**src/rtl/mips_io_pkg.sv**
```systemverilog
// Shared definitions for the Mini-MIPS board I/O conditioning path:
// press-handling states and the instruction field positions on sw[15:0].
package mips_io_pkg;

    typedef enum logic [1:0] {
        ST_IDLE         = 2'd0,
        ST_PENDING      = 2'd1,
        ST_WAIT_RELEASE = 2'd2
    } state_e;

    localparam int DISP_UPPER_BIT = 15;
    localparam int OPC_ST_BIT     = 14;
    localparam int RD_HI          = 13;
    localparam int RD_LO          = 10;
    localparam int RS_HI          = 9;
    localparam int RS_LO          = 6;
    localparam int OFF_HI         = 5;
    localparam int OFF_LO         = 0;

endpackage

```
**src/rtl/btn_debouncer.sv**
```systemverilog
// Two-flop synchroniser plus counter debouncer for one raw push-button.
// Ports: clk, reset (sync, active-high), btn_raw (async in),
//        btn_level (debounced level out).
module btn_debouncer #(
    parameter int DEBOUNCE_CYCLES = 2,
    parameter int CNT_W           = $clog2(DEBOUNCE_CYCLES + 1)
) (
    input  logic clk,
    input  logic reset,
    input  logic btn_raw,
    output logic btn_level
);

    logic             meta_q;
    logic             sync_q;
    logic             level_q;
    logic             level_d;
    logic [CNT_W-1:0] cnt_q;
    logic [CNT_W-1:0] cnt_d;

    // The level flips on the mismatch after the counter has already
    // counted DEBOUNCE_CYCLES of them, so DEBOUNCE_CYCLES+1 agreeing
    // synchronised samples are needed.
    always_comb begin
        level_d = level_q;
        cnt_d   = '0;
        if (sync_q != level_q) begin
            if (cnt_q == CNT_W'(DEBOUNCE_CYCLES)) begin
                level_d = ~level_q;
            end else begin
                cnt_d = cnt_q + CNT_W'(1);
            end
        end
    end

    always_ff @(posedge clk) begin
        if (reset) begin
            meta_q  <= 1'b0;
            sync_q  <= 1'b0;
            level_q <= 1'b0;
            cnt_q   <= '0;
        end else begin
            meta_q  <= btn_raw;
            sync_q  <= meta_q;
            level_q <= level_d;
            cnt_q   <= cnt_d;
        end
    end

    assign btn_level = level_q;

endmodule

```
**src/rtl/exec_input_conditioner.sv**
```systemverilog
// Board-pin conditioner for the Mini-MIPS core: debounced execute button,
// switch-word capture and a single-cycle issue strobe per physical press.
// Ports: clk, reset (sync, active-high), execute_btn, sw[15:0], core_busy in;
//        exec_pulse, instr[15:0], btn_level, disp_upper, disp_reg[3:0],
//        press_count[7:0] out.
module exec_input_conditioner
    import mips_io_pkg::*;
#(
    parameter int DEBOUNCE_CYCLES = 2,
    parameter int CNT_W           = $clog2(DEBOUNCE_CYCLES + 1)
) (
    input  logic        clk,
    input  logic        reset,
    input  logic        execute_btn,
    input  logic [15:0] sw,
    input  logic        core_busy,
    output logic        exec_pulse,
    output logic [15:0] instr,
    output logic        btn_level,
    output logic        disp_upper,
    output logic [3:0]  disp_reg,
    output logic [7:0]  press_count
);

    // After reset the debouncer needs DEBOUNCE_CYCLES+3 edges before a
    // held button can show up on btn_level; leaving WAIT_RELEASE earlier
    // would let a button held through reset fire.
    localparam int SETTLE   = DEBOUNCE_CYCLES + 4;
    localparam int SETTLE_W = $clog2(SETTLE + 1);

    logic [15:0]         sw_meta_q;
    logic [15:0]         sw_sync_q;
    logic                btn_level_w;
    logic [SETTLE_W-1:0] settle_q;
    logic [SETTLE_W-1:0] settle_d;
    logic                settled;
    state_e              state_q;
    logic                exec_pulse_q;
    logic [15:0]         instr_q;
    logic [7:0]          press_count_q;

    btn_debouncer #(
        .DEBOUNCE_CYCLES (DEBOUNCE_CYCLES),
        .CNT_W           (CNT_W)
    ) u_deb (
        .clk       (clk),
        .reset     (reset),
        .btn_raw   (execute_btn),
        .btn_level (btn_level_w)
    );

    always_ff @(posedge clk) begin
        if (reset) begin
            sw_meta_q <= '0;
            sw_sync_q <= '0;
        end else begin
            sw_meta_q <= sw;
            sw_sync_q <= sw_meta_q;
        end
    end

    assign settled = (settle_q == SETTLE_W'(SETTLE));

    always_comb begin
        settle_d = settle_q;
        if (!settled) begin
            settle_d = settle_q + SETTLE_W'(1);
        end
    end

    always_ff @(posedge clk) begin
        if (reset) begin
            settle_q <= '0;
        end else begin
            settle_q <= settle_d;
        end
    end

    // IDLE is only entered with btn_level low, so btn_level high while
    // in IDLE is exactly a fresh 0->1 event.
    always_ff @(posedge clk) begin
        if (reset) begin
            state_q       <= ST_WAIT_RELEASE;
            exec_pulse_q  <= 1'b0;
            instr_q       <= '0;
            press_count_q <= '0;
        end else begin
            exec_pulse_q <= 1'b0;
            unique case (state_q)
                ST_WAIT_RELEASE: begin
                    if (settled && !btn_level_w) begin
                        state_q <= ST_IDLE;
                    end
                end
                ST_IDLE: begin
                    if (btn_level_w) begin
                        instr_q <= sw_sync_q;
                        if (!core_busy) begin
                            exec_pulse_q  <= 1'b1;
                            press_count_q <= press_count_q + 8'd1;
                            state_q       <= ST_WAIT_RELEASE;
                        end else begin
                            state_q <= ST_PENDING;
                        end
                    end
                end
                ST_PENDING: begin
                    if (!core_busy) begin
                        exec_pulse_q  <= 1'b1;
                        press_count_q <= press_count_q + 8'd1;
                        state_q       <= ST_WAIT_RELEASE;
                    end
                end
                default: begin
                    state_q <= ST_WAIT_RELEASE;
                end
            endcase
        end
    end

    assign exec_pulse  = exec_pulse_q;
    assign instr       = instr_q;
    assign btn_level   = btn_level_w;
    assign disp_upper  = sw_sync_q[DISP_UPPER_BIT];
    assign disp_reg    = sw_sync_q[RD_HI:RD_LO];
    assign press_count = press_count_q;

endmodule

```
**config.mk**
```make
export PLATFORM = sky130hd
export DESIGN_NAME = exec_input_conditioner
export DESIGN_NICKNAME = d
export VERILOG_FILES = /design/src/rtl/mips_io_pkg.sv /design/src/rtl/btn_debouncer.sv /design/src/rtl/exec_input_conditioner.sv
export SDC_FILE = /design/constraint.sdc
export NUM_CORES = 1
export LEC_CHECK = 0
export CAP_MARGIN = 20
export CORE_ASPECT_RATIO = 0.9
export CORE_MARGIN = 1.5
export CORE_UTILIZATION = 25
export DETAILED_ROUTE_END_ITERATION = 10
export MAX_ROUTING_LAYER = met4
export RECOVER_POWER = 25
export SYNTH_ARGS = -nofsm -noshare
export SYNTH_HDL_FRONTEND = slang
export SYNTH_SLANG_ARGS = --single-unit
```
**constraint.sdc**
```tcl
create_clock -name clk -period 2.9 [get_ports clk]
set_input_delay 0.29 -clock clk [delete_from_list [all_inputs] [get_ports clk]]
set_output_delay 0.29 -clock clk [all_outputs]
set_load 0.01 [all_outputs]
```
==> summary.md <==
| Metric | Value |
|---|---|
| Area of the placeable core | 8688 um^2 |
| Final HPWL DP | 2702 um |
| Cell chain of the critical path | o21bai_1 > nor4_1 > mux2_2 |
| Violation count after the first detailed-routing iteration | 66 |
| Total vias in the final route | 1582 |
| Number of max-capacitance violations reported | 0 |
| Die Outline Area | 9645 um^2 |
| # DRC | 0 |
| Share of cells above drive strength 1 | 7.829% |
| Critical-path maximum fanout | 15 |
| Worst flop-to-flop path endpoint | press_count[7]$_SDFFE_PP0P_ |
| Slew at the pin closest to its max-slew limit | 945.3 ps |
| Sequential-to-total area share from yosys stat | 59.19% |
| GRT Util Overall | 9.815% |
| Buffer count from post-CTS setup fixing | 0 |
| Clock transition at the registers of the reported paths | 70 ps |
| Placed Instances | 384 |
| CP endpoint | press_count[7]$_SDFFE_PP0P_ |
| Start-to-end type of the worst setup path | reg2reg |
| Setup slack, reg-to-reg | 1210 ps |
| Hold violation count in the final report | 0 |
| Starting density of the core | 26.08% |
| Clock network fraction of total power | 39.8% |
| Vias per std cell | 3.955 |
| Synthesis-to-finish area growth | 32.25% |
| Area post-placement | 2834 um^2 |
| Leading cell type in the layout, fill and taps excluded | sky130_fd_sc_hd__dfxtp_1 |
| Via count of the first global-routing pass | 1486 |
| Min Hold Slack | 414.3 ps |
| Global route overflow | 0 |
| Power per unit of standard cell area | 572.4 nW/um^2 |
| Final GP Congestion | 0.6757 |
| Instance count of the mapped netlist | 229 |
| Cell count of the worst reg-to-reg path | 3 |
| Global-route wire length before repair | 7024 um |
| Fin area | 2997 um^2 |
| Average wire per cell in the routed design | 10.29 um |
| Critical path origin | u_deb.btn_level$_SDFFE_PP0P_ |
| Worst Setup Slack, final | 1214 ps |
| Number of fill cells | 924 |
| Flip-flop and latch count after synthesis | 67 |
| Critical path endpoint category | flip-flop |
| ANT cells | 0 |
| Max-slew headroom at the worst pin | 36.85% |
| Skew final | 12.20 ps |
| CTS tree | built |
| Detailed-routing iteration count for the pre-antenna-repair pass | 4 |
| Layout Nets | 300 |
| Required arrival time at the worst endpoint | 3120 ps |
| Class of the worst hold path | reg2reg |
| FF-to-FF Start | u_deb.btn_level$_SDFFE_PP0P_ |
| Number of buffers added by the clock tree synthesis step | 9 |
| FP Rows | 32 |
| Final setup vio count | 0 |
| IR drop worst, VDD | 0.1836 mV |
| Hold buffer count at CTS | 0 |
| Total leakage power | 1.067 nW |
| Cell-internal power | 1.307 mW |
| Setup Total Neg Slack | 0 ps |
| Number of antenna violations at the first check in global routing | 0 |
| Final core utilization | 34.49% |
| DRT Wirelength | 4114 um |
| Run status | complete, no violations |
| I/O Buffers | 50 |
| IO Count | 51 |
| Cell type of the slowest stage on the worst timing path | sky130_fd_sc_hd__o21bai_1 |
| Worst slack, placed | 1102 ps |
| Cells resized by post-CTS repair | 0 |
| Switch share | 23.82% |
| Syn Std Cell Area | 2266 um^2 |
| Count of distinct cell types in the synthesized netlist | 28 |
| Total met3 wirelength after detailed routing | 172 um |
| Startpoint kind of the worst setup timing path | flip-flop |
| Shortest period the worst path allows | 1686 ps |
| Total chip power | 1.715 mW |
| H-tree Lvls | 3 |
| Width of the die | 103.4 um |
| Setup repair after global routing missed its margin | no |
| Cell chosen for the clock root | sky130_fd_sc_hd__clkbuf_8 |
| Number of clock sinks seen by CTS | 67 |
| Syn nets | 253 |
| Die extent in y | 93.32 um |
| Most frequent cells in the layout | 67 x sky130_fd_sc_hd__dfxtp_1, 49 x sky130_fd_sc_hd__clkdlybuf4s50_1, 37 x sky130_fd_sc_hd__nor2b_1, 36 x sky130_fd_sc_hd__nand2_1, 21 x sky130_fd_sc_hd__a21oi_1 |
| Yosys warning count | 0 |
| Fmax | 593.1 MHz |
| Proportion of power drawn by combinational gates | 4.4% |
| Antenna viol nets, final | 0 |
| Sequential share of power | 55.8% |
| Maximum number of pins on one net before global-route repair | 50 |
| Crit path largest cell delay | 760 ps |
| Post-route clock period utilization | 58.14% |
| Highest layer used for signal routing | met4 |
| Sum of routed wire segments on met1 | 2065 um |
| Average size of a mapped cell | 9.895 um^2 |
| Switching power total | 0.4086 mW |
| CTS Buffer Depth | 2 |
| Non-filler instance count after layout | 400 |
| Number of pins with negative max-slew slack in the final report | 0 |
| Clk Latency, worst-skew pair | 330 ps |
| Met2 layer wire length in the routed design | 1813 um |
| Worst endpoint data arrival time | 1910 ps |
-- worst max-delay path, delay by kind of cell, from the launching register on --
family / cells / cell delay [ps]
AO/OA/AOI/OAI: 1 / 760
flip-flops: 1 / 380
multiplexers: 1 / 310
AND/OR/NAND/NOR: 1 / 140
-- layout make-up --
type / count / area [um^2] / share of cell area [%]
sequential: 67 / 1341 / 44.76
tap: 119 / 148.9 / 4.969
clock buffer: 9 / 123.9 / 4.134
clock inverter: 7 / 53.80 / 1.795
multi-input combinational: 142 / 807.0 / 26.93
timing repair buffer: 52 / 506.7 / 16.91
inverter: 4 / 15.01 / 0.5010
-- kinds of logic after synthesis --
kind of cell	Yosys count	share of synthesized area (%)
AND/OR/NAND/NOR	102	23.30
flip-flops	67	59.19
AO/OA/AOI/OAI	30	7.896
buffers and inverters	20	4.693
multiplexers	4	1.933
adder cells (fa/ha/maj)	4	2.209
XOR/XNOR	2	0.7732
-- power groups by stage --
stage / sequential (mW) / clock, mW / combinational (mW)
2_1_floorplan: 0.976 / 0 / 0.0431
3_3_place_gp: 0.977 / 0 / 0.0769
3_5_place_dp: 0.978 / 0 / 0.0783
4_1_cts: 0.956 / 0.716 / 0.0786
5_1_grt: 0.959 / 0.755 / 0.0851
6_report: 0.956 / 0.683 / 0.0758
-- sequential cells by signal (all words and copies together), names as in the netlist --
register	flops
exec_pulse	1
instr	16
press_count	8
settle_q	3
state_q	2
sw_meta_q	16
sw_sync_q	16
u_deb.btn_level	1
u_deb.cnt_q	2
u_deb.meta_q	1
u_deb.sync_q	1
-- Yosys cell counts --
cell type	n	area (um^2)
sky130_fd_sc_hd__a211oi_1	2	15.01
sky130_fd_sc_hd__a21oi_1	21	105.1
sky130_fd_sc_hd__buf_1	2	7.510
sky130_fd_sc_hd__buf_4	6	45.04
sky130_fd_sc_hd__buf_6	1	11.26
sky130_fd_sc_hd__clkbuf_1	6	22.52
sky130_fd_sc_hd__clkbuf_2	1	5.000
sky130_fd_sc_hd__dfxtp_1	67	1341
sky130_fd_sc_hd__ha_1	4	50.05
sky130_fd_sc_hd__inv_1	4	15.01
sky130_fd_sc_hd__mux2_2	3	33.78
sky130_fd_sc_hd__mux2i_1	1	10.01
sky130_fd_sc_hd__nand2_1	36	135.1
sky130_fd_sc_hd__nand3_1	3	15.01
sky130_fd_sc_hd__nand4_1	1	6.260
sky130_fd_sc_hd__nor2_1	11	41.29
sky130_fd_sc_hd__nor2b_1	37	231.5
sky130_fd_sc_hd__nor3_1	3	15.01
sky130_fd_sc_hd__nor3b_2	1	12.51
sky130_fd_sc_hd__nor4_1	3	18.77
sky130_fd_sc_hd__o21ai_0	2	10.01
sky130_fd_sc_hd__o21bai_1	1	7.510
sky130_fd_sc_hd__o21bai_4	1	18.77
sky130_fd_sc_hd__o31ai_1	3	22.52
sky130_fd_sc_hd__or3_1	2	12.51
sky130_fd_sc_hd__or3b_1	2	17.52
sky130_fd_sc_hd__or4_1	3	22.52
sky130_fd_sc_hd__xnor2_1	2	17.52
-- metal layers --
layer  global-route usage [%]  vias to the layer above
met5                        -                        -
met4                    5.405                        0
met3                    2.765                        7
met2                    13.67                       35
met1                    12.73                      705
li1                         -                      835
-- how the worst min path moves through the flow --
| stage | from | end | slack, ps | cells past startpoint |
|---|---|---|---|---|
| after floorplan | u_deb.cnt_q[0]$_SDFF_PP0_ | u_deb.cnt_q[0]$_SDFF_PP0_ | 390 | 1 |
| after global placement | u_deb.cnt_q[0]$_SDFF_PP0_ | u_deb.cnt_q[0]$_SDFF_PP0_ | 400 | 1 |
| after detailed placement | u_deb.cnt_q[0]$_SDFF_PP0_ | u_deb.cnt_q[0]$_SDFF_PP0_ | 400 | 1 |
| after CTS | u_deb.cnt_q[0]$_SDFF_PP0_ | u_deb.cnt_q[0]$_SDFF_PP0_ | 420 | 1 |
| after global routing | u_deb.cnt_q[0]$_SDFF_PP0_ | u_deb.cnt_q[0]$_SDFF_PP0_ | 440 | 1 |
| final | u_deb.cnt_q[0]$_SDFF_PP0_ | u_deb.cnt_q[0]$_SDFF_PP0_ | 410 | 1 |
Power figures use the tool's default switching activity.
